**src/rtl/cache_pkg.sv**
```systemverilog
`default_nettype none
// ==========================================================================
// cache_pkg : shared types and default sizes for the cache memory port
// Revision  : 1.0
// ==========================================================================
package cache_pkg;

  localparam int ADDR_W      = 32;
  localparam int DATA_W      = 32;
  localparam int BLOCK_WORDS = 4;
  localparam int MEM_LAT     = 4;
  localparam int OFF_W       = $clog2(BLOCK_WORDS);

  typedef enum logic [1:0] {
    IDLE   = 2'd0,
    ACCESS = 2'd1,
    RESP   = 2'd2
  } state_t;

endpackage
`default_nettype wire

```
**src/rtl/mem_port_arbiter_rr_arb2.sv**
```systemverilog
`default_nettype none
// ==========================================================================
// rr_arb2 : combinational two-way round-robin pick with one-hot select
// Revision : 1.0
// ==========================================================================
module rr_arb2 (
  input  logic       req0,
  input  logic       req1,
  input  logic       rr_ptr,
  output logic [1:0] gnt_sel
);

  // rr_ptr names the requester preferred when both are asking
  always_comb begin
    gnt_sel = 2'b00;
    if (req0 && req1) begin
      gnt_sel = rr_ptr ? 2'b10 : 2'b01;
    end else if (req0) begin
      gnt_sel = 2'b01;
    end else if (req1) begin
      gnt_sel = 2'b10;
    end
  end

endmodule
`default_nettype wire

```
**src/rtl/mem_port_arbiter.sv**
```systemverilog
`default_nettype none
// ==========================================================================
// mem_port_arbiter : shares one fixed-latency memory port between D$ and I$
// Revision         : 1.0
// ==========================================================================
module mem_port_arbiter
  import cache_pkg::*;
#(
  parameter int ADDR_W      = cache_pkg::ADDR_W,
  parameter int DATA_W      = cache_pkg::DATA_W,
  parameter int BLOCK_WORDS = cache_pkg::BLOCK_WORDS,
  parameter int MEM_LAT     = cache_pkg::MEM_LAT
) (
  input  logic                          clk,
  input  logic                          reset_neg,
  input  logic                          req0,
  input  logic                          we0,
  input  logic [ADDR_W-1:0]             addr0,
  input  logic [DATA_W-1:0]             wdata0,
  input  logic                          req1,
  input  logic                          we1,
  input  logic [ADDR_W-1:0]             addr1,
  input  logic [DATA_W-1:0]             wdata1,
  output logic                          gnt0,
  output logic                          gnt1,
  output logic                          done0,
  output logic                          done1,
  output logic [DATA_W*BLOCK_WORDS-1:0] rdata,
  output logic                          busy,
  output logic                          mem_en,
  output logic                          mem_we,
  output logic [ADDR_W-1:0]             mem_addr,
  output logic [DATA_W-1:0]             mem_wdata,
  input  logic [DATA_W*BLOCK_WORDS-1:0] mem_rdata
);

  localparam int CNT_W = (MEM_LAT > 1) ? $clog2(MEM_LAT) : 1;
  localparam logic [ADDR_W-1:0] C_ALIGN_MASK = ~(ADDR_W'(BLOCK_WORDS - 1));

  state_t                        r_state;
  state_t                        w_next;
  logic                          r_owner;
  logic                          r_we;
  logic [ADDR_W-1:0]             r_addr;
  logic [DATA_W-1:0]             r_wdata;
  logic [CNT_W-1:0]              r_cnt;
  logic                          r_rr_ptr;
  logic [DATA_W*BLOCK_WORDS-1:0] r_rdata;

  logic [1:0]                    w_sel;
  logic                          w_grant;
  logic                          w_we;
  logic [ADDR_W-1:0]             w_addr_raw;
  logic [ADDR_W-1:0]             w_addr;
  logic [DATA_W-1:0]             w_wdata;

  rr_arb2 u_rr_arb2 (
    .req0    (req0),
    .req1    (req1),
    .rr_ptr  (r_rr_ptr),
    .gnt_sel (w_sel)
  );

  assign w_grant    = (r_state == IDLE) && (w_sel != 2'b00);
  assign w_we       = w_sel[1] ? we1    : we0;
  assign w_addr_raw = w_sel[1] ? addr1  : addr0;
  assign w_wdata    = w_sel[1] ? wdata1 : wdata0;
  // Block reads fetch the whole aligned block; writes touch one exact word.
  assign w_addr     = w_we ? w_addr_raw : (w_addr_raw & C_ALIGN_MASK);

  always_ff @(posedge clk or negedge reset_neg) begin
    if (!reset_neg) begin
      r_state <= IDLE;
    end else begin
      r_state <= w_next;
    end
  end

  always_comb begin
    w_next = r_state;
    case (r_state)
      IDLE:    if (w_grant) w_next = ACCESS;
      ACCESS:  if (r_cnt == '0) w_next = RESP;
      RESP:    w_next = IDLE;
      default: w_next = IDLE;
    endcase
  end

  always_ff @(posedge clk or negedge reset_neg) begin
    if (!reset_neg) begin
      r_owner  <= 1'b0;
      r_we     <= 1'b0;
      r_addr   <= '0;
      r_wdata  <= '0;
      r_cnt    <= '0;
      r_rr_ptr <= 1'b0;
      r_rdata  <= '0;
    end else begin
      case (r_state)
        IDLE: begin
          if (w_grant) begin
            r_owner <= w_sel[1];
            r_we    <= w_we;
            r_addr  <= w_addr;
            r_wdata <= w_wdata;
            r_cnt   <= CNT_W'(MEM_LAT - 1);
          end
        end
        ACCESS: begin
          if (r_cnt != '0) begin
            r_cnt <= r_cnt - 1'b1;
          end else if (!r_we) begin
            r_rdata <= mem_rdata;
          end
        end
        RESP: begin
          r_rr_ptr <= ~r_owner;
        end
        default: begin
          r_cnt <= '0;
        end
      endcase
    end
  end

  // Everything seen by memory and requesters decodes straight from state,
  // so an asynchronous reset kills the access in the same instant.
  assign busy      = (r_state != IDLE);
  assign gnt0      = busy && !r_owner;
  assign gnt1      = busy &&  r_owner;
  assign done0     = (r_state == RESP) && !r_owner;
  assign done1     = (r_state == RESP) &&  r_owner;
  assign mem_en    = (r_state == ACCESS);
  assign mem_we    = mem_en && r_we;
  assign mem_addr  = mem_en ? r_addr  : '0;
  assign mem_wdata = mem_en ? r_wdata : '0;
  assign rdata     = r_rdata;

endmodule
`default_nettype wire
```
**config.mk**
```make
export PLATFORM = sky130hd
export DESIGN_NAME = mem_port_arbiter
export DESIGN_NICKNAME = d
export VERILOG_FILES = /design/src/rtl/cache_pkg.sv /design/src/rtl/mem_port_arbiter_rr_arb2.sv /design/src/rtl/mem_port_arbiter.sv
export SDC_FILE = /design/constraint.sdc
export NUM_CORES = 1
export LEC_CHECK = 0
export BUFFER_PORTS_ARGS = -buffer_cell sky130_fd_sc_hd__buf_2
export CAP_MARGIN = 30
export CORE_AREA = 3 3 178 180
export DETAILED_ROUTE_END_ITERATION = 10
export DIE_AREA = 0 0 181 183
export PLACE_DENSITY = 0.56
export SYNTH_ARGS = -nofsm -noshare
export SYNTH_HDL_FRONTEND = slang
export SYNTH_SLANG_ARGS = --single-unit
```
**constraint.sdc**
```tcl
create_clock -name clk -period 2 [get_ports clk]
set_input_delay 0.2 -clock clk [delete_from_list [all_inputs] [get_ports clk]]
set_output_delay 0.2 -clock clk [all_outputs]
set_load 0.02 [all_outputs]
```
==> results.sh <==
export IMPL_status="completed"
export IMPL_core_area_sq_um=30300
export IMPL_start_util_pct=30.4
export IMPL_fin_util_pct=46.6
export IMPL_hp_start="addr0[5]"
export IMPL_synthesis_area_sq_um=9230
export IMPL_critPathMaxStageDelay_ns=0.39
export IMPL_path_max_fanout=28
export IMPL_synth_compound_area_share_pct=14.7
export IMPL_skew_ns=0.0131
export IMPL_syn_area_per_cell_sq_um=12.1
export IMPL_syn_nets=1028
export IMPL_vias=8405
export IMPL_combPwrFrac_pct=52.9
export IMPL_regArea_sq_um=4980
export IMPL_cap_violations=0
export IMPL_syn_to_final_growth_pct=53.2
export IMPL_grt_pass1_vias=8854
export IMPL_root_buffer="clkbuf_16"
export IMPL_cp_top_family="buffers and inverters"
export IMPL_place_hpwl_um=23500
export IMPL_synth_top_family_by_area="multiplexers"
export IMPL_r2r_setup_slack_ns=0.15
export IMPL_antenna_left=0
export IMPL_dp_slack_ns=0.0458
export IMPL_final_common_cell="buf_2"
export IMPL_path_clk_slew_ns=0.08
export IMPL_holdPathEnd="r_addr[5]"
export IMPL_layout_common_cells="buf_2, dfrtp_1, mux2_1, dlygate4sd3_1, a21oi_1"
export IMPL_yosysTopAreaCellShare_pct=54.0
export IMPL_yosysUniqueCellTypes=29
export IMPL_p_leak_nw=6.75
export IMPL_htree_levels=4
export IMPL_whs_path_depth=3
export IMPL_final_max_slew_violation_count=0
export IMPL_rr_worst_depth=7
export IMPL_path_cells="buf_4, inv_2, bufbuf_16, and3_1, buf_2"
export IMPL_p_total_mw=22.3
export IMPL_p_seq_share_pct=31.7
export IMPL_cp_end_kind="primary output"
export IMPL_hold_violations=0
export IMPL_grt_setup_unrepaired="yes"
export IMPL_arrival_ns=1.76
export IMPL_switching_share_pct=44.5
export IMPL_power_switching_mw=9.93
export IMPL_grt_max_degree=132
export IMPL_viasPerCell=4.82
export IMPL_die_h_um=183
export IMPL_max_freq_mhz=509
export IMPL_peakVddDrop_v=0.000540
export IMPL_cp_start_kind="flop"
export IMPL_clockBufferDepth=2
export IMPL_antenna_found_initial=1
export IMPL_io_buffers=460
export IMPL_cts_sinks=199
export IMPL_die_area_sq_um=33100
export IMPL_routedWlPerCell_um=20.0
export IMPL_drc_errors=0
export IMPL_intPower_mw=12.4
export IMPL_fin_crit_ns=1.96
export IMPL_drtIter0Drc=299
export IMPL_synth_mux_area_fraction_pct=15.7
export IMPL_fin_cells=1744
export IMPL_path_class="reg2out"
export IMPL_gp_congestion=0.776
export IMPL_ys_seq_area_share_pct=54.0
export IMPL_synthSimpleGateAreaFrac_pct=10.7
export IMPL_synth_adder_area_share_pct=0.136
export IMPL_fp_dieW_um=181
export IMPL_worstPathRequired_ns=1.80
export IMPL_finalWirelength_um=34900
export IMPL_final_nets=1598
export IMPL_ys_ff_latch=199
export IMPL_first_pass_iters=5
export IMPL_placed_cells=1577
export IMPL_layout_drive_gt1_share_pct=43.3
export IMPL_r2r_end="rdata[19]"
export IMPL_yosys_top_cells_area="dfrtp_1, mux2_1, a31oi_2, nand3b_1, and3_1"
export IMPL_ys_warn_count=0
export IMPL_fin_crit_sh_pct=98.2
export IMPL_grt_pass1_wl_um=52200
export IMPL_cts_buffers=17
export IMPL_grt_total_usage_pct=20.1
export IMPL_pwr_density_cell_nw_per_um2=1580
export IMPL_hold_path_class="in2reg"
export IMPL_yosys_area_top_type="dfrtp_1"
export IMPL_synth_xor_area_share_pct=0
export IMPL_worstMarginPinSlew_ns=0.803
export IMPL_synth_cells=765
export IMPL_clk_latency_ns=0.43
export IMPL_multi_input_area_sq_um=3840
export IMPL_critPathBufInv=4
export IMPL_r2r_start="r_cnt[0]"
export IMPL_cts_tree="yes"
export IMPL_grt_overflow=0
export IMPL_fin_ws_ns=0.0364
export IMPL_ioPinCount=461
export IMPL_slew_headroom_pct=46.4
export IMPL_pwr_share_clk_pct=15.4
export IMPL_cp_slowest_cell="dfrtp_1"
export IMPL_rows=64
export IMPL_nFillCells=2847
export IMPL_setup_violations=0
-- worst max path at each step --
stage	endpoint	cells after the start	slack, ns	from
floorplan	rdata[100]	7	0.30	r_cnt[0]
detailed placement	rdata[76]	7	0.05	r_cnt[0]
global placement	rdata[89]	7	0.11	r_cnt[0]
CTS	mem_addr[2]	5	0.004	r_state[1]
finish	mem_addr[15]	5	0.04	r_state[1]
global route	mem_addr[15]	5	-0.06	r_state[1]
-- flip-flops by register name (all words and copies together), names as in the netlist --
| name | cells |
|---|---|
| r_rr_ptr | 1 |
| r_state | 2 |
| rdata | 128 |
| r_owner | 1 |
| r_wdata | 32 |
| r_we | 1 |
| r_addr | 32 |
| r_cnt | 2 |
-- synth_stat cells, drive strengths merged --
library cell  instances
a21o                  1
a21oi                70
a31oi                65
and2                  1
and3                 66
buf                  30
clkbuf               50
dfrtp               199
ha                    1
inv                   8
mux2                129
nand2b                1
nand3b               63
nand4b                2
nor2                  5
nor2b                 2
nor3                  2
nor3b                 2
o211ai                2
o21ai                63
o22ai                 2
or2                   1
-- area by class of cell --
type	instances	area share (%)
Clock inverter	13	0.974
Multi-Input combinational cell	478	27.1
Antenna cell	1	0.0177
Clock buffer	18	3.11
Inverter	8	0.212
Timing Repair Buffer	631	29.8
Tap cell	396	3.51
Sequential cell	199	35.2
-- layer usage --
metal	vias up	share of wire, %	wire (um)	track usage (%)
met5	-	0	0	0
met4	0	3.2	1100	7.40
met3	52	6.9	2400	5.14
met2	360	50	17300	34.2
met1	4066	40	14100	24.8
li1	3927	-	-	-
-- logic make-up (layout without fill, tap and decap cells) --
group                      count (synthesis)  count (layout)
muxes                                    129             129
buffers and inverters                     88             670
adders and majority gates                  1               1
and+or+nand+nor                          145             145
DFF                                      199             199
other                                      0               1
AOI/OAI and AO/OA                        203             203
-- what timing repair did --
| action | CTS | global route |
|---|---|---|
| setup endpoints to repair | 7 | 145 |
| gates cloned | 2 | 2 |
| hold buffers | 129 | 0 |
| setup buffers | 0 | 2 |
| pin swaps | 0 | 1 |
| gates resized for setup | 2 | 4 |
| hold endpoints to repair | 188 | 0 |
-- worst reg2reg max path, cell delays in order, from the launching register on --
cell,delay (ns)
dfrtp_1,0.38
inv_1,0.08
ha_2,0.22
inv_1,0.10
nor3_4,0.18
buf_12,0.21
buf_12,0.19
mux2_1,0.36
-- metrics by stage --
| stage | cell area (sq um) | hold WS (ns) | setup TNS (ns) |
|---|---|---|---|
| floorplan | 9230 | -0.0956 | 0 |
| global placement | 12100 | 0.217 | 0 |
| detailed placement | 12100 | 0.211 | 0 |
| CTS | 14100 | 0.00126 | 0 |
| global route | 14100 | 0.0235 | -1.16 |
| finish | 14100 | 0.0302 | 0 |
-- power by group through the flow --
stage / Sequential [mW] / Clock, mW / Combinational [mW]
after floorplan: 8.54 / 0 / 5.52
after global placement: 7.10 / 0 / 11.2
after detailed placement: 7.15 / 0 / 11.3
after CTS: 7.08 / 3.55 / 11.8
after global routing: 7.33 / 3.72 / 12.7
final: 7.09 / 3.44 / 11.8
Power figures use the tool's default switching activity.
